**src/rtl/elastic_pe_param.sv**
```systemverilog
// Elastic processing element: sequences a small context program over neighbour handshake ports.
// Optional RUN-stall counter output (stall_cycles) is built only when ELASTIC_PE_PERF_EN is defined.
module elastic_pe_param #(
  parameter int DATA_WIDTH    = 32,
  parameter int NEIGHBOR_NUM  = 4,
  parameter int CONTEXT_DEPTH = 8,
  parameter int REG_DEPTH     = 2,
  parameter int BUF_DEPTH     = 2,
  localparam int CW = $clog2(CONTEXT_DEPTH)
) (
  input  logic                               clk,
  input  logic                               reset_n,
  input  logic                               cfg_we,
  input  logic [CW-1:0]                      cfg_index,
  input  logic [7:0]                         cfg_src_a,
  input  logic [7:0]                         cfg_src_b,
  input  logic [NEIGHBOR_NUM-1:0]            cfg_dst_mask,
  input  logic [3:0]                         cfg_op,
  input  logic [DATA_WIDTH-1:0]              cfg_const,
  input  logic                               start,
  input  logic [CW-1:0]                      ctx_max,
  input  logic [15:0]                        iter_count,
  input  logic [NEIGHBOR_NUM*DATA_WIDTH-1:0] in_data,
  input  logic [NEIGHBOR_NUM-1:0]            in_valid,
  output logic [NEIGHBOR_NUM-1:0]            in_stop,
  output logic [NEIGHBOR_NUM*DATA_WIDTH-1:0] out_data,
  output logic [NEIGHBOR_NUM-1:0]            out_valid,
  input  logic [NEIGHBOR_NUM-1:0]            out_stop,
  output logic                               busy,
  output logic                               done
`ifdef ELASTIC_PE_PERF_EN
  ,
  output logic [31:0]                        stall_cycles
`endif
);

  // state | meaning
  // IDLE  | waiting for start, config writable
  // RUN   | issuing one context per fire
  // DRAIN | program finished, emptying output FIFO
  // DONE  | one-cycle done pulse, config writable
  typedef enum logic [1:0] {S_IDLE, S_RUN, S_DRAIN, S_DONE} state_t;

  localparam int RW = (REG_DEPTH > 1) ? $clog2(REG_DEPTH) : 1;
  localparam int BW = (BUF_DEPTH > 1) ? $clog2(BUF_DEPTH) : 1;
  localparam int NW = $clog2(BUF_DEPTH + 1);
  localparam logic [3:0] OP_CONST = 4'd7;

  state_t state, state_nxt;

  logic [7:0]              mem_src_a [CONTEXT_DEPTH];
  logic [7:0]              mem_src_b [CONTEXT_DEPTH];
  logic [NEIGHBOR_NUM-1:0] mem_mask  [CONTEXT_DEPTH];
  logic [3:0]              mem_op    [CONTEXT_DEPTH];
  logic [DATA_WIDTH-1:0]   mem_const [CONTEXT_DEPTH];

  logic [DATA_WIDTH-1:0]   regs [REG_DEPTH];
  logic [DATA_WIDTH-1:0]   fifo_data [BUF_DEPTH];
  logic [NEIGHBOR_NUM-1:0] fifo_mask [BUF_DEPTH];

  logic [CW-1:0]           ctx, ctx_last;
  logic [RW-1:0]           reg_ptr;
  logic [15:0]             remaining;
  logic [BW-1:0]           rd_ptr, wr_ptr;
  logic [NW-1:0]           fifo_count;
  logic [NEIGHBOR_NUM-1:0] sent;

  logic [7:0]              cur_src_a, cur_src_b;
  logic [3:0]              cur_op;
  logic [DATA_WIDTH-1:0]   cur_const, a_val, b_val, result;
  logic [NEIGHBOR_NUM-1:0] need, head_mask, out_accept;
  logic                    start_ok, cfg_open, fire, ctx_wrap;
  logic                    fifo_full, fifo_empty, pop;

  assign cfg_open  = (state == S_IDLE) || (state == S_DONE);
  assign start_ok  = start && cfg_open;
  assign cur_src_a = mem_src_a[ctx];
  assign cur_src_b = mem_src_b[ctx];
  assign cur_op    = mem_op[ctx];
  assign cur_const = mem_const[ctx];
  assign ctx_wrap  = (ctx == ctx_last);

  always_ff @(posedge clk or negedge reset_n) begin
    if (!reset_n) begin
      for (int i = 0; i < CONTEXT_DEPTH; i++) begin
        mem_src_a[i] <= '0;
        mem_src_b[i] <= '0;
        mem_mask[i]  <= '0;
        mem_op[i]    <= '0;
        mem_const[i] <= '0;
      end
    end else if (cfg_we && cfg_open) begin
      mem_src_a[cfg_index] <= cfg_src_a;
      mem_src_b[cfg_index] <= cfg_src_b;
      mem_mask[cfg_index]  <= cfg_dst_mask;
      mem_op[cfg_index]    <= cfg_op;
      mem_const[cfg_index] <= cfg_const;
    end
  end

  // Operand decode: a port selected by both operands is consumed only once.
  always_comb begin
    a_val = '0;
    b_val = '0;
    need  = '0;
    for (int p = 0; p < NEIGHBOR_NUM; p++) begin
      if (32'(cur_src_a) == p) begin
        a_val   = in_data[p*DATA_WIDTH +: DATA_WIDTH];
        need[p] = 1'b1;
      end
      if (32'(cur_src_b) == p) begin
        b_val   = in_data[p*DATA_WIDTH +: DATA_WIDTH];
        need[p] = 1'b1;
      end
    end
    for (int r = 0; r < REG_DEPTH; r++) begin
      if (32'(cur_src_a) == NEIGHBOR_NUM + r) a_val = regs[r];
      if (32'(cur_src_b) == NEIGHBOR_NUM + r) b_val = regs[r];
    end
    if (cur_op == OP_CONST) need = '0;
  end

  assign fire    = (state == S_RUN) && ((in_valid & need) == need) && !fifo_full;
  assign in_stop = fire ? ~need : '1;

  always_comb begin
    result = '0;
    case (cur_op)
      4'd0:    result = a_val;
      4'd1:    result = a_val + b_val;
      4'd2:    result = a_val - b_val;
      4'd3:    result = a_val * b_val;
      4'd4:    result = a_val & b_val;
      4'd5:    result = a_val | b_val;
      4'd6:    result = a_val ^ b_val;
      4'd7:    result = cur_const;
      4'd8:    result = a_val + cur_const;
      default: result = '0;
    endcase
  end

  always_ff @(posedge clk or negedge reset_n) begin
    if (!reset_n) begin
      ctx       <= '0;
      ctx_last  <= '0;
      reg_ptr   <= '0;
      remaining <= '0;
      for (int r = 0; r < REG_DEPTH; r++) regs[r] <= '0;
    end else if (start_ok) begin
      ctx       <= '0;
      ctx_last  <= ctx_max;
      reg_ptr   <= '0;
      remaining <= iter_count;
    end else if (fire) begin
      regs[reg_ptr] <= result;
      ctx     <= ctx_wrap ? '0 : ctx + CW'(1);
      reg_ptr <= (reg_ptr == RW'(REG_DEPTH - 1)) ? '0 : reg_ptr + RW'(1);
      if (ctx_wrap && remaining != 16'd0) remaining <= remaining - 16'd1;
    end
  end

  assign fifo_full  = (fifo_count == NW'(BUF_DEPTH));
  assign fifo_empty = (fifo_count == '0);
  assign head_mask  = fifo_mask[rd_ptr];
  assign out_valid  = fifo_empty ? '0 : (head_mask & ~sent);
  assign out_accept = out_valid & ~out_stop;
  assign pop        = !fifo_empty && ((head_mask & ~(sent | out_accept)) == '0);
  assign out_data   = {NEIGHBOR_NUM{fifo_data[rd_ptr]}};

  always_ff @(posedge clk or negedge reset_n) begin
    if (!reset_n) begin
      rd_ptr     <= '0;
      wr_ptr     <= '0;
      fifo_count <= '0;
      sent       <= '0;
      for (int i = 0; i < BUF_DEPTH; i++) begin
        fifo_data[i] <= '0;
        fifo_mask[i] <= '0;
      end
    end else begin
      if (fire) begin
        fifo_data[wr_ptr] <= result;
        fifo_mask[wr_ptr] <= mem_mask[ctx];
        wr_ptr <= (wr_ptr == BW'(BUF_DEPTH - 1)) ? '0 : wr_ptr + BW'(1);
      end
      if (pop) rd_ptr <= (rd_ptr == BW'(BUF_DEPTH - 1)) ? '0 : rd_ptr + BW'(1);
      case ({fire, pop})
        2'b10:   fifo_count <= fifo_count + NW'(1);
        2'b01:   fifo_count <= fifo_count - NW'(1);
        default: fifo_count <= fifo_count;
      endcase
      sent <= pop ? '0 : (sent | out_accept);
    end
  end

  always_ff @(posedge clk or negedge reset_n) begin
    if (!reset_n) state <= S_IDLE;
    else          state <= state_nxt;
  end

  always_comb begin
    state_nxt = state;
    case (state)
      S_IDLE:  if (start) state_nxt = S_RUN;
      S_RUN:   if (fire && ctx_wrap && remaining == 16'd1) state_nxt = S_DRAIN;
      S_DRAIN: if (fifo_empty) state_nxt = S_DONE;
      S_DONE:  state_nxt = start ? S_RUN : S_IDLE;
      default: state_nxt = S_IDLE;
    endcase
  end

  always_comb begin
    busy = (state == S_RUN) || (state == S_DRAIN);
    done = (state == S_DONE);
  end

`ifdef ELASTIC_PE_PERF_EN
  always_ff @(posedge clk or negedge reset_n) begin
    if (!reset_n)                                             stall_cycles <= '0;
    else if (start_ok)                                        stall_cycles <= '0;
    else if (state == S_RUN && !fire && stall_cycles != '1)   stall_cycles <= stall_cycles + 32'd1;
  end
`endif

endmodule

```
**config.mk**
```make
export PLATFORM = sky130hd
export DESIGN_NAME = elastic_pe_param
export DESIGN_NICKNAME = d
export VERILOG_FILES = /design/src/rtl/elastic_pe_param.sv
export SDC_FILE = /design/constraint.sdc
export NUM_CORES = 2
export LEC_CHECK = 0
export ABC_AREA = 1
export BUFFER_PORTS_ARGS = -buffer_cell sky130_fd_sc_hd__buf_2
export CAP_MARGIN = 10
export CORE_MARGIN = 1.5
export CORE_UTILIZATION = 50
export CTS_CLUSTER_SIZE = 25
export DETAILED_ROUTE_END_ITERATION = 16
export PLACE_DENSITY = 0.79
export SYNTH_ARGS = -nofsm -noshare
export SYNTH_HDL_FRONTEND = slang
export SYNTH_SLANG_ARGS = --single-unit
```
**constraint.sdc**
```tcl
create_clock -name clk -period 10.62 [get_ports clk]
set_input_delay 2.124 -clock clk [delete_from_list [all_inputs] [get_ports clk]]
set_output_delay 2.124 -clock clk [all_outputs]
set_load 0.01 [all_outputs]
```
==> impl_results.md <==
- Final Hold Fails: 0
- Synth top cells by count: nand2_1, inv_1, o21ai_0, dfrtp_1, fa_1
- Area delta synth->final: 9.48%
- Final Cycle Share: 0.961
- Final WS setup: 0.412 ns
- LEAKAGE: 0.0314 uW
- Synth top area share: 0.292
- Residual DRC count: 0
- VDD IR-drop max: 0.267 mV
- Via count: 49.4k
- Die Wd: 328 um
- Async SR Flop Fraction: 1.00
- CTS Sinks: 617
- Vias in the first global route: 47.8k
- Mapped Area: 52800 um^2
- Post-Place Cells: 8656
- Most used cell, CP: nand2_1
- Setup crit end kind: flop
- First-pass GRT wire length: 281 mm
- Top delay family on crit path: adder cells
- Post-synth EDFFs: 0
- Post-detailed-route count of antenna-violating nets: 0
- Gate Count Post-Synth: 7183
- GRT Total Usage: 0.340
- CP peak stage delay: 0.55 ns
- Antenna violations before repair: 15
- Ports: 356
- Slowest cell on the critical path: fa_1
- Slew Limit Fails: 0
- Gpl congestion: 1.04
- Critical path type: reg2reg
- RSZ-0062 raised after global routing: false
- Final net count: 8183
- Clock Skew: 0.0387 ns
- Warnings, synthesis: 0
- Port bufs: 355
- Outcome: completed
- CORE AREA: 105000 um^2
- Root buf cell: clkbuf_16
- Post-DR vias/cell: 5.63
- WP depth: 44
- Top-count cell post-synth: nand2_1
- Area leader, netlist: dfrtp_1
- CP required: 11.16 ns
- # hold bufs at CTS: 0
- DR pass1 iterations: 8
- GRT overflow: 0
- DIE AREA: 108000 um^2
- Hold path depth: 2
- Die Ht: 328 um
- Share of cells above drive strength 1: 0.106
- Largest net degree at the start of global routing: 175
- Main synth FF type: dfrtp_1
- Worst Hold Class: reg2reg
- Top cells by area, synth: dfrtp_1, fa_1, nand2_1, inv_1, o21ai_0
- Number of CTS-inserted buffers: 61
- CP bufs+invs: 8
- Slew HR: 0.0522
- Final Critical Period: 10.21 ns
- Worst skew pair latency: 0.67 ns
- Max Freq: 0.0980 GHz
- Synth Register Bits: 617
- Seq/Total Area, Yosys: 0.292
- Worst Path Max Fanout: 51
- Worst Path Arrival: 10.74 ns
- Maximum clock path buffer count: 3
- Number of library cell types mapped by synthesis: 64
- Post-DP HPWL: 137 mm
- Worst Setup Start Kind: flop
- Finished Layout Cells: 8780
- Slew @ Worst Pin: 1.42 ns
- CTS tree: yes
- Reg clk slew, reported paths: 0.07 ns
- Setup TNS: 0 ns
- Final wirelength: 184 mm
- Initial core utilization: 0.503
- Syn avg cell area: 7.35 um^2
- Post-Place Worst Slack: 0.296 ns
- PD cells: 369 nW/um^2
- Post-CTS sizing: 0
- Setup bufs post-CTS: 0
- Setup violators final: 0
- Max-cap violations: 0
- Syn nets: 8038
- DR iter-0 viols: 6283
- Routed WL per cell: 21.0 um
- H-tree depth: 2
- Path depth of the worst reg2reg path: 44
- # rows: 119
## final timing paths
kind                                           start                        end  slack [ns]
min reg2reg                fifo_data[23]$_DFFE_PN0P_  fifo_data[23]$_DFFE_PN0P_        0.48
max                               ctx[0]$_DFFE_PN0P_  fifo_data[60]$_DFFE_PN0P_        0.41
max reg2reg                       ctx[0]$_DFFE_PN0P_  fifo_data[60]$_DFFE_PN0P_        0.41
min                        fifo_data[23]$_DFFE_PN0P_  fifo_data[23]$_DFFE_PN0P_        0.48
max in group asynchronous                    reset_n         ctx[0]$_DFFE_PN0P_        7.45
min in group asynchronous                    reset_n  mem_src_b[38]$_DFFE_PN0P_        1.52
## layout make-up
| cell class | instances | area, um^2 |
|---|---|---|
| clock buffer | 81 | 1680 |
| multi-input combinational | 4864 | 30400 |
| clock inverter | 34 | 442 |
| antenna | 9 | 22.5 |
| timing repair buffer | 553 | 3380 |
| fill | 9761 | 47200 |
| tap | 1391 | 1740 |
| inverter | 1231 | 4630 |
| sequential | 617 | 15400 |
## logic make-up after synthesis
group | count (synthesis) | synth area share
buffers and inverters | 1702 | 0.133
AND/OR/NAND/NOR | 2971 | 0.231
adder cells (fa/ha/maj) | 637 | 0.209
flip-flops | 617 | 0.292
AO/OA/AOI/OAI | 1206 | 0.127
XOR/XNOR | 50 | 0.00829
## report_power, final
part	switching, uW	internal (uW)	total (uW)
combinational	10600	4510	15100
sequential	527	3330	3860
clock	998	1320	2320
total	12200	9160	21300
## layout by cell type (no fill, tap or decap), drive strengths merged, types with 5 or more instances in the layout
cell type / netlist / routed
nand3b: 19 / 19
a21oi: 221 / 221
a32o: 12 / 12
o21a: 5 / 5
buf: 240 / 553
inv: 1227 / 1229
dfrtp: 617 / 617
xnor2: 28 / 28
bufinv: 0 / 8
clkinv: 4 / 21
o221ai: 27 / 27
clkinvlp: 0 / 7
a21o: 6 / 6
o2111ai: 18 / 18
diode: 0 / 9
nor4: 5 / 5
xor2: 22 / 22
o211ai: 39 / 39
clkbuf: 231 / 81
nor3: 33 / 33
nand3: 296 / 296
o21ai: 752 / 752
nor2: 365 / 365
or2: 19 / 19
o22ai: 27 / 27
nand2: 2185 / 2185
nand4: 46 / 46
a211oi: 6 / 6
fa: 409 / 409
a31oi: 42 / 42
ha: 228 / 228
a221oi: 26 / 26
## sequential cells by signal (all words and copies together), names as in the netlist
name and count:
remaining 16, state 2, mem_src_a 64, reg_ptr 1, wr_ptr 1, mem_const 256, regs 64, mem_src_b 64
ctx_last 3, fifo_count 2, sent 4, fifo_data 64, fifo_mask 8, ctx 3, mem_op 32, rd_ptr 1
mem_mask 32
## tightest hold or removal path, stage by stage, from the launching register on
cell and delay, ns:
dfrtp_1 0.34, nand2_1 0.05, nand2_1 0.05
## metal layers
layer	track usage	vias to the layer above	wire length, um
li1	-	22500	-
met1	0.451	23700	70800
met2	0.519	2789	81100
met3	0.0650	500	19900
met4	0.200	8	12300
met5	0	-	53
## metrics by stage
step                      hold WS (ns)  total power (uW)  cell area, um^2  utilization
after floorplan                  0.443             12900            52800            -
after global placement           0.459             18100            55600        0.530
after detailed placement         0.464             18400            55600        0.530
after CTS                        0.481             20800            57800        0.550
after global routing             0.498             22600            57800        0.551
final                            0.479             21300            57800        0.551
No activity file was read; power rests on OpenSTA's default activity.
